[config.mk]
export PLATFORM = sky130hd
export DESIGN_NAME = renkon_demux_input
export DESIGN_NICKNAME = d
export VERILOG_FILES = /design/src/rtl/renkon_demux_input_pkg.sv /design/src/rtl/renkon_demux_input.sv
export SDC_FILE = /design/constraint.sdc
export NUM_CORES = 1
export LEC_CHECK = 0
export ABC_AREA = 1
export BUFFER_PORTS_ARGS = -buffer_cell sky130_fd_sc_hd__buf_2
export CAP_MARGIN = 20
export CORE_ASPECT_RATIO = 1.2
export CORE_MARGIN = 2
export CORE_UTILIZATION = 47
export DETAILED_ROUTE_END_ITERATION = 16
export GPL_ROUTABILITY_DRIVEN = 0
export GPL_TIMING_DRIVEN = 0
export PLACE_DENSITY_LB_ADDON = 0.1
export RECOVER_POWER = 100
export SLEW_MARGIN = 10
export SYNTH_ARGS = -nofsm -noshare
export SYNTH_HDL_FRONTEND = slang
export SYNTH_SLANG_ARGS = --single-unit
[constraint.sdc]
create_clock -name clk -period 1.9 [get_ports clk]
set_clock_uncertainty 0.2 [all_clocks]
set_input_delay 0.285 -clock clk [delete_from_list [all_inputs] [get_ports clk]]
set_output_delay 0.285 -clock clk [all_outputs]
set_load 0.02 [all_outputs]
[src/rtl/renkon_demux_input_pkg.sv]
// Shared definitions for the renkon input distributor: default geometry, FSM
// state encoding and the core-select codes also used by renkon_mux_output users.
package renkon_demux_input_pkg;

    localparam int DEF_DWIDTH      = 16;
    localparam int DEF_CORE        = 8;
    localparam int DEF_CORELOG     = 3;
    localparam int DEF_AWIDTH      = 10;

    // Select codes: 0 is "no write", all-ones is "write every core".
    localparam int RENKON_SEL_NONE  = 0;
    localparam int RENKON_SEL_BCAST = (2 ** (DEF_CORELOG + 1)) - 1;

    typedef enum logic [1:0] {
        ST_IDLE = 2'd0,
        ST_RUN  = 2'd1,
        ST_FIN  = 2'd2
    } renkon_demux_state_e;

    // 1-based select code for a 0-based core index.
    function automatic int core_sel(input int core_idx);
        return core_idx + 1;
    endfunction

endpackage

[src/rtl/renkon_demux_input.sv]
// Serial-to-core scatter: writes total words into each core, core-major.
// Optional broadcast mode via RENKON_DEMUX_BROADCAST_EN.
module renkon_demux_input
    import renkon_demux_input_pkg::*;
#(
    parameter int DWIDTH         = DEF_DWIDTH,
    parameter int RENKON_CORE    = DEF_CORE,
    parameter int RENKON_CORELOG = DEF_CORELOG,
    parameter int AWIDTH         = DEF_AWIDTH
) (
    input  logic                        clk,
    input  logic                        rst,
    input  logic                        start,
    input  logic [AWIDTH-1:0]           total,
    input  logic                        in_valid,
    input  logic signed [DWIDTH-1:0]    in_data,
    output logic                        in_ready,
    output logic [RENKON_CORELOG:0]     input_we,
    output logic [AWIDTH-1:0]           mem_addr,
    output logic signed [DWIDTH-1:0]    out_data,
    output logic                        busy,
`ifdef RENKON_DEMUX_BROADCAST_EN
    input  logic                        broadcast,
`endif
    output logic                        done
);

    localparam int SELW = RENKON_CORELOG + 1;
    localparam logic [SELW-1:0] SEL_NONE = SELW'(RENKON_SEL_NONE);
    localparam logic [RENKON_CORELOG-1:0] LAST_CORE = RENKON_CORELOG'(RENKON_CORE - 1);

    renkon_demux_state_e           state_r;
    renkon_demux_state_e           state_nxt_s;
    logic [AWIDTH-1:0]             total_r;
    logic [AWIDTH-1:0]             word_cnt_r;
    logic [RENKON_CORELOG-1:0]     core_cnt_r;
    logic                          in_ready_r;
    logic [SELW-1:0]               input_we_r;
    logic [AWIDTH-1:0]             mem_addr_r;
    logic signed [DWIDTH-1:0]      out_data_r;
    logic                          busy_r;
    logic                          done_r;

    logic                          accept_s;
    logic                          last_word_s;
    logic                          last_core_s;
    logic [SELW-1:0]               wr_sel_s;

`ifdef RENKON_DEMUX_BROADCAST_EN
    localparam logic [SELW-1:0] SEL_BCAST = {SELW{1'b1}};
    logic                          bcast_r;
`endif

    assign accept_s    = in_valid && in_ready_r && (state_r == ST_RUN);
    assign last_word_s = (word_cnt_r == (total_r - {{(AWIDTH-1){1'b0}}, 1'b1}));

    // Last-core detection; in broadcast mode a single pass over total words ends the transfer.
    always_comb begin
        last_core_s = (core_cnt_r == LAST_CORE);
`ifdef RENKON_DEMUX_BROADCAST_EN
        if (bcast_r) begin
            last_core_s = 1'b1;
        end else begin
            last_core_s = (core_cnt_r == LAST_CORE);
        end
`endif
    end

    // Select code for the word being accepted this cycle.
    always_comb begin
        wr_sel_s = SELW'(core_sel(int'(core_cnt_r)));
`ifdef RENKON_DEMUX_BROADCAST_EN
        if (bcast_r) begin
            wr_sel_s = SEL_BCAST;
        end else begin
            wr_sel_s = SELW'(core_sel(int'(core_cnt_r)));
        end
`endif
    end

    // FSM next-state decode.
    always_comb begin
        state_nxt_s = state_r;
        case (state_r)
            ST_IDLE: begin
                if (start) begin
                    if (total == {AWIDTH{1'b0}}) begin
                        state_nxt_s = ST_FIN;
                    end else begin
                        state_nxt_s = ST_RUN;
                    end
                end else begin
                    state_nxt_s = ST_IDLE;
                end
            end
            ST_RUN: begin
                if (accept_s && last_word_s && last_core_s) begin
                    state_nxt_s = ST_FIN;
                end else begin
                    state_nxt_s = ST_RUN;
                end
            end
            ST_FIN: begin
                state_nxt_s = ST_IDLE;
            end
            default: begin
                state_nxt_s = ST_IDLE;
            end
        endcase
    end

    // State register, latched transfer length and the word/core counters.
    always_ff @(posedge clk) begin
        if (rst) begin
            state_r    <= ST_IDLE;
            total_r    <= {AWIDTH{1'b0}};
            word_cnt_r <= {AWIDTH{1'b0}};
            core_cnt_r <= {RENKON_CORELOG{1'b0}};
        end else begin
            state_r <= state_nxt_s;
            case (state_r)
                ST_IDLE: begin
                    if (start) begin
                        total_r    <= total;
                        word_cnt_r <= {AWIDTH{1'b0}};
                        core_cnt_r <= {RENKON_CORELOG{1'b0}};
                    end
                end
                ST_RUN: begin
                    if (accept_s) begin
                        if (last_word_s) begin
                            word_cnt_r <= {AWIDTH{1'b0}};
                            // Wrap rather than overflow on the final accept.
                            if (last_core_s) begin
                                core_cnt_r <= {RENKON_CORELOG{1'b0}};
                            end else begin
                                core_cnt_r <= core_cnt_r + {{(RENKON_CORELOG-1){1'b0}}, 1'b1};
                            end
                        end else begin
                            word_cnt_r <= word_cnt_r + {{(AWIDTH-1){1'b0}}, 1'b1};
                        end
                    end
                end
                default: begin
                end
            endcase
        end
    end

`ifdef RENKON_DEMUX_BROADCAST_EN
    // Broadcast mode is captured together with total.
    always_ff @(posedge clk) begin
        if (rst) begin
            bcast_r <= 1'b0;
        end else if ((state_r == ST_IDLE) && start) begin
            bcast_r <= broadcast;
        end
    end
`endif

    // Registered write port: one-cycle latency, address/data hold when idle.
    always_ff @(posedge clk) begin
        if (rst) begin
            input_we_r <= SEL_NONE;
            mem_addr_r <= {AWIDTH{1'b0}};
            out_data_r <= {DWIDTH{1'b0}};
        end else if (accept_s) begin
            input_we_r <= wr_sel_s;
            mem_addr_r <= word_cnt_r;
            out_data_r <= in_data;
        end else begin
            input_we_r <= SEL_NONE;
        end
    end

    // Status flags follow the next state so they align with the state register.
    always_ff @(posedge clk) begin
        if (rst) begin
            in_ready_r <= 1'b0;
            busy_r     <= 1'b0;
            done_r     <= 1'b0;
        end else begin
            in_ready_r <= (state_nxt_s == ST_RUN);
            busy_r     <= (state_nxt_s == ST_RUN);
            done_r     <= (state_nxt_s == ST_FIN);
        end
    end

    assign in_ready = in_ready_r;
    assign input_we = input_we_r;
    assign mem_addr = mem_addr_r;
    assign out_data = out_data_r;
    assign busy     = busy_r;
    assign done     = done_r;

endmodule

==> results.toml <==
[run_status]
outcome = "finished with violations"
violations = "setup timing"

[clock_network]
clk_pin_slew_worst_paths_ns = 0.07
cts-root-buf = "clkbuf_8"
worst_skew_pair.late_latency_ns = 0.33
cts.sinks = 57
cts_tree = "done"
cts_buffer_depth = 2
htree_num_levels = 3
cts_buffers = 9

[synth]
synth_cells = 343
synth_commonest_cells = "nor2_1, dfxtp_1, nand2_1"
syn_area_um2 = 2550
yosys.area.top_type = "dfxtp_1"
ys_seq_area_frac = 0.448
yosys.cell_count.top_type = "nor2_1"
syn_nets = 377
ys_ff_latch = 57
synthArstFlopShare = 0
syn_area_per_cell_um2 = 7.43
ys_warn_count = 0
yosysTopAreaCellShare = 0.448
synth_ff_type = "dfxtp_1"
synth_edf_count = 0
synth_area_leaders = "dfxtp_1, nor2_1, o21ai_0"
synth_cell_types = 29

[worst_hold_path]
hold_path.class = "input pin to flip-flop"

[finish]
final_cell_count_no_fill = 497
drive_above_1_share = 0.193
finalNetCount = 464
final_area_um2 = 3320
diodes = 0
synthToLayoutAreaGrowth_pct = 30.4

[route]
route.vias.total = 2434
ant_nets = 0
routed_wl_mm = 5.91
drc = 0
firstDrtPassIters = 4
drtIter0Drc = 83
wl_per_cell_um = 11.9
vias_per_cell = 4.90

[power]
switching_share = 0.255
cellPowerDensity_nw_per_um2 = 938
switching_power_mw = 0.796
p_seq_frac = 0.410
worst_ir_drop_vdd_mv = 0.738
p_comb_frac = 0.144
p_clk_frac = 0.445
internal_power_mw = 2.32
leakage_nw = 1.40

[timing]
slew-limit-headroom = 0.605
hold_slack_ns = 0.0157
post-route-period-util = 1.02
fin_crit_ns = 1.95
worst_pin_slew_ns = 0.592
max_freq_ghz = 0.514
drv_slew = 0
rsz0062_at_grt = "yes"
fin_ws_ns = -0.0471
timing.final.setup_violations = 13
hold_viol_final = 0

[place]
pre_cts_ws_ns = -0.210
dp_hpwl_mm = 4.31
placed_area_um2 = 2940
portBuffers = 62
dp_cells = 467

[floorplan]
die_w_um = 71.2
core_um2 = 5260
initial_core_util = 0.484
ios = 63
rows = 29
die_area_um2 = 6030
die_y_um = 84.7

[critical_path]
crit_type = "flip-flop to flip-flop"
crit_family = "simple AND/OR/NAND/NOR gates"
worstPathArrival_ns = 1.97
crit_path_max_incr_delay_ns = 0.36
critPathMaxFanout = 10
crit_path_start_kind = "flip-flop"
ff2ff_setup_slack_ns = -0.05
crit_buf_inv = 1
critPathSlowestCell = "dfxtp_4"
path_cells = "inv_4 -> ha_4 -> xor2_1 -> nand2_1 -> a21oi_2 -> nand2_1 -> nor2_2 -> nand3_2 -> nand2_4 -> nand2_8 -> nand2_8 -> nor2_1"
crit_required_ns = 1.93
end_kind = "flip-flop"

[grt]
grt_pass1_wl_mm = 10.2
grt_max_degree = 11
grtUsageTotal = 0.215
overflow = 0
antenna_found_initial = 0
grt_pass1_vias = 2385

[run]
maxCapViolations = 0
[layer usage]
| layer | GRT usage | routed length (um) | up-vias |
|---|---|---|---|
| met4 | 0.105 | 145 | 0 |
| met1 | 0.247 | 2640 | 1074 |
| met3 | 0.0720 | 315 | 13 |
| li1 | - | - | 1280 |
| met2 | 0.354 | 2810 | 67 |
| met5 | 0 | 0 | - |
[placed cells by master, fill, tap and decap left out, types with 3 or more instances in the layout]
cell type      instances
xor2_1                 6
nor2_2                 4
xnor2_1                4
buf_2                 29
buf_4                  3
inv_2                  4
nand2_2                4
nand3_1               15
clkbuf_2               3
ha_1                   3
nor2_1                64
nand3_2                3
dlygate4sd3_1         12
nand2_1               49
nor4_1                 4
a21oi_1               22
dfxtp_1               55
clkbuf_1              42
bufinv_16              3
clkbuf_8              10
nor2_4                 4
o21ai_0               41
inv_1                 28
[path summary, 6_finish.rpt]
| check | start | end | cells past startpoint |
|---|---|---|---|
| max | total_r[0]$_SDFFE_PP0P_ | word_cnt_r[2]$_SDFFE_PP0P_ | 12 |
| min | in_data[10] | out_data[10]$_SDFFE_PP0P_ | 3 |
| min reg2reg | core_cnt_r[2]$_SDFFE_PP0P_ | input_we[3]$_SDFF_PP0_ | 2 |
| max reg2reg | total_r[0]$_SDFFE_PP0P_ | word_cnt_r[2]$_SDFFE_PP0P_ | 12 |
[through the flow]
step                      power, mW  setup TNS, ns   util
after global placement         1.70          -2.34  0.558
after floorplan                1.60              0      -
after global routing           3.26          -2.25  0.632
after CTS                      3.14         -0.882  0.636
after detailed placement       1.71          -2.81  0.558
final                          3.12         -0.507  0.632
[final cells by class]
| class | count | area [um^2] |
|---|---|---|
| multi-input combinational | 239 | 1260 |
| sequential | 57 | 1150 |
| inverter | 35 | 138 |
| buffer | 12 | 52.6 |
| tap | 62 | 77.6 |
| clock inverter | 5 | 103 |
| fill | 494 | 1940 |
| clock buffer | 11 | 141 |
| timing repair buffer | 76 | 404 |
[power groups by stage]
stage                     Sequential, mW  Clock, mW  Combinational, mW
final                               1.28       1.39              0.450
after global routing                1.28       1.47              0.511
after CTS                           1.28       1.42              0.446
after detailed placement            1.31          0              0.406
after global placement              1.30          0              0.401
after floorplan                     1.32          0              0.273
[kinds of logic after synthesis]
logic type,share of synthesized area
adders and majority gates,0.0196
and+or+nand+nor,0.287
buffers and inverters,0.0727
AOI/OAI and AO/OA,0.132
DFF,0.448
xor gates and xnor gates,0.0407
[flip-flops by register name (all words and copies together), names as in the netlist]
name / cells
core_cnt_r: 3
mem_addr: 10
state_r: 2
input_we: 4
done: 1
word_cnt_r: 10
total_r: 10
busy: 1
out_data: 16
[timing repair]
item                       CTS  global route
hold endpoints to repair    14             0
buffers inserted             2             0
setup endpoints to repair   17            29
hold buffers                12             0
pin swaps                    7             5
gates resized for setup      8             9
[tightest hold or removal path, delay by kind of cell]
family / cells / cell delay (ns)
compound gates: 1 / 0.08
buf+inv: 1 / 0.07
simple gates: 1 / 0.08
Power figures use the tool's default switching activity.
